File: src/rtl/tmp_result_rx.sv
// tmp_result_rx
// Accumulates comparator decisions from a sensor front end into one
// conversion result. After start, SETTLE leading decisions are discarded,
// then 2^OSR_LOG2 decisions are summed. The sum is presented on res with a
// valid/ready handshake; a result that completes while an older one is still
// unaccepted is dropped and flagged on the sticky ovf output.
//
// Optional feature: define TMP_RX_AVG_EN to pair conversions. The first
// result of a pair is held internally, and the second presents the floor
// average of the two.
//
// Ports
//   clk        clock, rising edge
//   reset      asynchronous, active-high reset
//   start      single-cycle conversion request (ignored while busy)
//   cmp        comparator decision
//   cmp_strb   cmp valid this cycle
//   busy       conversion in progress
//   res        result (OSR_LOG2+1 bits)
//   res_valid  res holds an unaccepted result
//   res_ready  consumer accepts res
//   ovf        sticky: a result was dropped
//   clr_ovf    synchronous clear of ovf (a coincident set wins)
module tmp_result_rx #(
  parameter int unsigned OSR_LOG2 = 4,
  parameter int unsigned SETTLE   = 2
) (
  input  logic              clk,
  input  logic              reset,
  input  logic              start,
  input  logic              cmp,
  input  logic              cmp_strb,
  output logic              busy,
  output logic [OSR_LOG2:0] res,
  output logic              res_valid,
  input  logic              res_ready,
  output logic              ovf,
  input  logic              clr_ovf
);

  localparam int unsigned W = OSR_LOG2 + 1;
  localparam logic [W-1:0] LAST_DEC = W'((1 << OSR_LOG2) - 1);
  localparam logic [3:0] SETTLE_LAST = 4'((SETTLE == 0) ? 0 : SETTLE - 1);

  typedef enum logic [1:0] {
    ST_IDLE,
    ST_SETTLE,
    ST_ACCUM
  } state_t;

  state_t       state, state_nx;
  logic [3:0]   set_cnt, set_cnt_nx;
  logic [W-1:0] cnt, cnt_nx;
  logic [W-1:0] acc, acc_nx;
  logic [W-1:0] sum;
  logic         done;
  logic         present;
  logic [W-1:0] pres_val;
  logic         accept;

  assign busy   = (state != ST_IDLE);
  assign accept = res_valid & res_ready;
  assign sum    = acc + {{OSR_LOG2{1'b0}}, cmp};

  always_ff @(posedge clk or posedge reset) begin
    if (reset) begin
      state   <= ST_IDLE;
      set_cnt <= '0;
      cnt     <= '0;
      acc     <= '0;
    end else begin
      state   <= state_nx;
      set_cnt <= set_cnt_nx;
      cnt     <= cnt_nx;
      acc     <= acc_nx;
    end
  end

  always_comb begin
    state_nx   = state;
    set_cnt_nx = set_cnt;
    cnt_nx     = cnt;
    acc_nx     = acc;
    done       = 1'b0;
    case (state)
      ST_IDLE: begin
        if (start) begin
          set_cnt_nx = '0;
          cnt_nx     = '0;
          acc_nx     = '0;
          state_nx   = (SETTLE == 0) ? ST_ACCUM : ST_SETTLE;
        end
      end
      ST_SETTLE: begin
        if (cmp_strb) begin
          set_cnt_nx = set_cnt + 4'd1;
          if (set_cnt == SETTLE_LAST) state_nx = ST_ACCUM;
        end
      end
      ST_ACCUM: begin
        if (cmp_strb) begin
          cnt_nx = cnt + 1'b1;
          acc_nx = sum;
          // sum already includes this final strobe's decision
          if (cnt == LAST_DEC) begin
            done     = 1'b1;
            state_nx = ST_IDLE;
          end
        end
      end
      default: state_nx = ST_IDLE;
    endcase
  end

`ifdef TMP_RX_AVG_EN
  logic         half;
  logic [W-1:0] r0;
  logic [W:0]   pair_sum;

  assign pair_sum = {1'b0, r0} + {1'b0, sum};
  assign present  = done & half;
  assign pres_val = pair_sum[W:1];

  always_ff @(posedge clk or posedge reset) begin
    if (reset) begin
      half <= 1'b0;
      r0   <= '0;
    end else if (done) begin
      half <= ~half;
      if (!half) r0 <= sum;
    end
  end
`else
  assign present  = done;
  assign pres_val = sum;
`endif

  // A new result may load when the holding register is empty or is being
  // emptied this very cycle; otherwise it is dropped and ovf is raised.
  always_ff @(posedge clk or posedge reset) begin
    if (reset) begin
      res       <= '0;
      res_valid <= 1'b0;
      ovf       <= 1'b0;
    end else begin
      if (present && (!res_valid || accept)) begin
        res       <= pres_val;
        res_valid <= 1'b1;
      end else if (accept) begin
        res_valid <= 1'b0;
      end
      if (present && res_valid && !accept) ovf <= 1'b1;
      else if (clr_ovf)                    ovf <= 1'b0;
    end
  end

endmodule

File: config.mk
export PLATFORM = sky130hd
export DESIGN_NAME = tmp_result_rx
export DESIGN_NICKNAME = d
export VERILOG_FILES = /design/src/rtl/tmp_result_rx.sv
export SDC_FILE = /design/constraint.sdc
export NUM_CORES = 1
export LEC_CHECK = 0
export CORE_MARGIN = 2
export CORE_UTILIZATION = 45
export DETAILED_ROUTE_END_ITERATION = 10
export PLACE_DENSITY_LB_ADDON = 0.08
export REMOVE_ABC_BUFFERS = 1
export SLEW_MARGIN = 25
export SYNTH_ARGS = -nofsm -noshare
export SYNTH_HDL_FRONTEND = slang
export SYNTH_SLANG_ARGS = --single-unit
File: constraint.sdc
create_clock -name clk -period 1.64 [get_ports clk]
set_input_delay 0.328 -clock clk [delete_from_list [all_inputs] [get_ports clk]]
set_output_delay 0.328 -clock clk [all_outputs]
set_load 0.01 [all_outputs]
### After elaboration in Yosys (flattened, before gate mapping)

Cells that the tools add are included.

* bits in registers: 23
* bits of input ports: 7
* output and inout bits: 8

* $add $sub $neg: 3
* eq/ne operators: 9
* muxes and demuxes: 21
* bitwise operators: 1
* reduce and logical (&&, ||, !) cells: 15

Operators by type and width (count)
* case mux 5 bit (2 select lines): 2
* two-way mux 5 bit: 3
* two-way mux 2 bit: 5
* != test 2 bit, second input constant: 5
* nonzero test 2 bit: 5
* two-way mux 4 bit: 2
* case mux 4 bit (2 select lines): 1
* two-way mux 1 bit: 7
* case mux 2 bit (3 select lines): 1
* AND reduction 3 bit: 2
* adder 5 x 1 -> 5 bit: 1
* adder 5 x 1 -> 5 bit, second input constant: 1
* == test 5 x 4 -> 1 bit, second input constant: 1
* AND reduction 5 bit: 1
* adder 4 x 1 -> 4 bit, second input constant: 1
* == test 4 x 1 -> 1 bit, second input constant: 1
* logical AND 1 bit: 3
* == test 2 x 1 -> 1 bit, second input constant: 1
* == test 2 bit, second input constant: 1
* zero test 1 bit: 2
* zero test 2 bit: 1
* AND 1 bit: 1
* logical OR 1 bit: 1

### Longest topological paths before layout

* word-level depth: 7
* mapped depth: 6
* mapped depth without buffers: 6

### Least setup slack after synthesis

Ideal clock, no wire load.

* path kind: register to register
* start point: reg cnt[0]
* end point: reg res[0]
* arrival time: 1.501 ns
* slack: 0.014 ns
* cell stages (with the launch flop): 7
* path buffers: 1
* clock period less this slack: 1.626 ns
* cells stage by stage: dfrtp_1 ha_1 and3_1 ha_1 and3_4 buf_6 mux2_4

* word-level cells in the longest chain between the ends: 5

Ends and longest elaborated chain
* start: declaration: line 53 `logic [W-1:0] cnt, cnt_nx;`
* start signal: assignment: line 74 `cnt <= cnt_nx;`
* == test 5 x 4 -> 1 bit: line 105 `if (cnt == LAST_DEC) begin`
* two-way mux 1 bit: line 105
* two-way mux 1 bit: line 101 `if (cmp_strb) begin`
* two-way mux 1 bit: line 85 `case (state)`
* logical AND 1 bit: line 146 `if (present && (!res_valid || accept)) begin`
* end signal: assignment: line 147 `res <= pres_val;`
* end: declaration: line 34 `output logic [OSR_LOG2:0] res,`

Every way passes these cells.
A chain may end at the register's enable or synchronous reset.

### Worst setup path in the final report

* start point: reg state[0]
* end point: reg acc[3]

* word-level cells in the longest chain between the ends: 3
* elaborated cells between the ends (all ways): 7
* classes of those cells: eq/ne: 3; mux: 1; reduce/logical: 3

Ends and longest elaborated chain
* start: declaration: line 51 `state_t state, state_nx;`
* start signal: assignment: line 72 `state <= state_nx;`
* == test 2 bit / zero test 2 bit (equally long branches): line 85
* != test 2 bit (no line) / nonzero test 2 bit (equally long branches)
* AND reduction 3 bit (no line)
* end signal: assignment: line 75 `acc <= acc_nx;`
* end: declaration: line 54 `logic [W-1:0] acc, acc_nx;`

Parallel ways exist; a longest one is shown, timed or not.

==> results.toml <==
[clock_tree]
cts-buffers-inserted = 3
clk_latency_ns = 0.30
hold_buffers = 0
h-tree-depth = 1
cts_tree = "built"
cts_root_buf = "clkbuf_4"
cts_buffer_depth = 2
clk_transition_reported_paths_ns = 0.13
clock_sinks = 23

[placement]
gp_congestion = 0.715
port-buffer-count = 14
dpl_cell_area_um2 = 1440
hpwl_mm = 1.69

[timing]
layout_min_cycle_time_ns = 1.57
slew-limit-headroom_pct = 74.0
rsz0062_at_grt = "yes"
timing.fmax_mhz = 636
setup_viol = 0
hold_viol = 0
fin_skew_ns = 0.00265
post-route-period-util_pct = 95.9
worst-slew-pin-transition_ns = 0.385
slew_violations = 0

[synthesis]
synthCells = 102
yosysTopAreaCell = "dfrtp_1"
yosys.area.top_type_share_pct = 48.4
synth_seq_cells = 23
syn_avg_cell_area_um2 = 11.7
ys_warn_count = 0
ys_seq_area_share_pct = 48.4
synth_ff_type = "dfrtp_1"
synthesis.area_um2 = 1190
synth_edf_count = 0
synthArstFlopShare_pct = 100
synth_area_leaders = "dfrtp_1, ha_1, mux2_4, buf_6, a22o_1"
synthDistinctLibCells = 36

[die]
num_io_pins = 15
die_h_um = 55.4
rows = 18
coreArea_um2 = 2500
die_area_um2 = 3070
initial_core_util_pct = 47.5
dieWidth_um = 55.4

[layout]
final_area_um2 = 1490
antennaDiodeCount = 0
final_core_util_pct = 59.7
fin_nets = 148
layout_common_cells = "dfrtp_1, buf_4, clkdlybuf4s50_1"
drive_gt1_share_pct = 26.1
syn2layout_area_growth_pct = 25.5
layout_commonest_cell = "dfrtp_1"

[power]
vdd_ir_drop_max_v = 0.000706
leakage_uw = 0.000716
power.density_nw_per_um2 = 1040

[min_path]
hp-class = "primary input to async pin"

[worst_setup_path]
critical_path_buf_inv_count = 1
r2r-start = "state[0]"
cp_slowest_cell = "dfrtp_2"
crit_end = "acc[3]"
critical_path.cell_chain = "buf_4 > or3b_1 > mux2_2 > a21o_1"
rrSetupSlack_ns = 0.07
required_ns = 1.85
worstRegToRegCells = 4
slowest_delay_ns = 0.43
worstSetupPathType = "register to register"
crit_fanout = 8
cp-end-kind = "register"
r2r_end = "acc[3]"
critical_path.top_delay_family = "flip-flops"
start_kind = "register"
cp_num_cells = 4
worstPathArrival_ns = 1.78
cp-startpoint = "state[0]"

[global_routing]
grt_pass1_wl_mm = 3.94
grt_pass1_vias = 879
grt_max_degree = 24
grt_overflow = 0
antenna_found_initial = 0
grtUsageTotal_pct = 16.1

[route]
remaining_drc_errors = 0
avgRoutedWirePerCell_um = 13.9
drtIter0Drc = 8
ant_nets = 0
vias = 872
drt-pass1-iter-count = 4
vias_per_cell = 5.32
wl_mm = 2.29

[status]
status = "complete, no violations"

[run]
cap_violations = 0
routing by layer:
metal,vias to the layer above,part of all wire (%),global-route usage (%)
li1,432,-,-
met1,427,47,20.2
met2,11,50,28.1
met3,2,2.6,3.04
met4,0,0.66,4.53
met5,-,0,0
where the power goes:
group	total, uW	internal, uW	leakage, uW	switching (uW)
combinational	556	297	0.000389	259
sequential	734	658	0.000312	76.4
clock	266	94.8	0.0000150	171
total	1560	1050	0.000716	506
synth_stat cells, types with 2 or more instances:
library cell  number
ha_1               6
and3_1             2
inv_1              5
mux2i_1            2
a21oi_1            4
dfrtp_1           23
xnor2_1            2
or3_1              3
mux2_4             5
nand2b_1           2
a22o_1             5
o22ai_1            3
o21ai_0            4
a21o_1             2
nand3_1            3
buf_6              4
nor3b_1            3
nand2_1            6
final cells by class:
| cell class | count | area (um^2) |
|---|---|---|
| Clock buffer | 4 | 26.3 |
| Fill cell | 220 | 1010 |
| Inverter | 5 | 18.8 |
| Multi-Input combinational cell | 69 | 554 |
| Sequential cell | 23 | 577 |
| Tap cell | 30 | 37.5 |
| Timing Repair Buffer | 33 | 278 |
sequential cells by signal, summed over array words and instances, names as in the netlist:
register / flops
state: 2
cnt: 5
set_cnt: 4
acc: 5
ovf: 1
res: 5
res_valid: 1
through the flow:
stage / worst slack (ns) / hold slack (ns) / setup TNS, ns / total power (uW) / cells
final: 0.0680 / 0.339 / 0 / 1560 / 164
after floorplan: 0.0987 / 0.330 / 0 / 1040 / 97
after CTS: 0.0395 / 0.346 / 0 / 1570 / 163
after global routing: -0.00541 / 0.343 / -0.00541 / 1670 / 164
after detailed placement: -0.189 / 0.488 / -1.74 / 1270 / 157
after global placement: -0.179 / 0.479 / -1.42 / 1250 / 157
cell families (layout without fill, tap and decap cells):
| group | after synthesis | after routing | share of synthesized area (%) |
|---|---|---|---|
| multiplexers | 8 | 8 | 8.95 |
| AO/OA/AOI/OAI | 23 | 23 | 13.3 |
| flip-flops | 23 | 23 | 48.4 |
| XOR/XNOR | 3 | 3 | 2.21 |
| buffers and inverters | 10 | 42 | 5.68 |
| adder cells (fa/ha/maj) | 6 | 6 | 6.32 |
| AND/OR/NAND/NOR | 29 | 29 | 15.2 |
worst reg2reg max path: cells and delay by family (launching register included):
| family | cells | cell delay, ns |
|---|---|---|
| DFF | 1 | 0.43 |
| and+or+nand+nor | 1 | 0.43 |
| muxes | 1 | 0.28 |
| AOI/OAI and AO/OA | 1 | 0.17 |
| buffers and inverters | 1 | 0.16 |
worst min path at each step:
| stage | endpoint | slack, ns | cells past startpoint |
|---|---|---|---|
| after detailed placement | cnt[4] | 0.49 | 1 |
| after global placement | cnt[4] | 0.48 | 1 |
| after global routing | state[1] | 0.34 | 3 |
| after floorplan | acc[0] | 0.33 | 1 |
| final | set_cnt[0] | 0.34 | 3 |
| after CTS | set_cnt[0] | 0.35 | 3 |
what timing repair did:
item                       CTS  global route
buffers inserted             2             1
gates cloned                 0             0
hold endpoints to repair     0             0
setup endpoints to repair    1             7
gates resized for setup      3             4
pin swaps                    0             0
No activity file was read; power rests on OpenSTA's default activity.
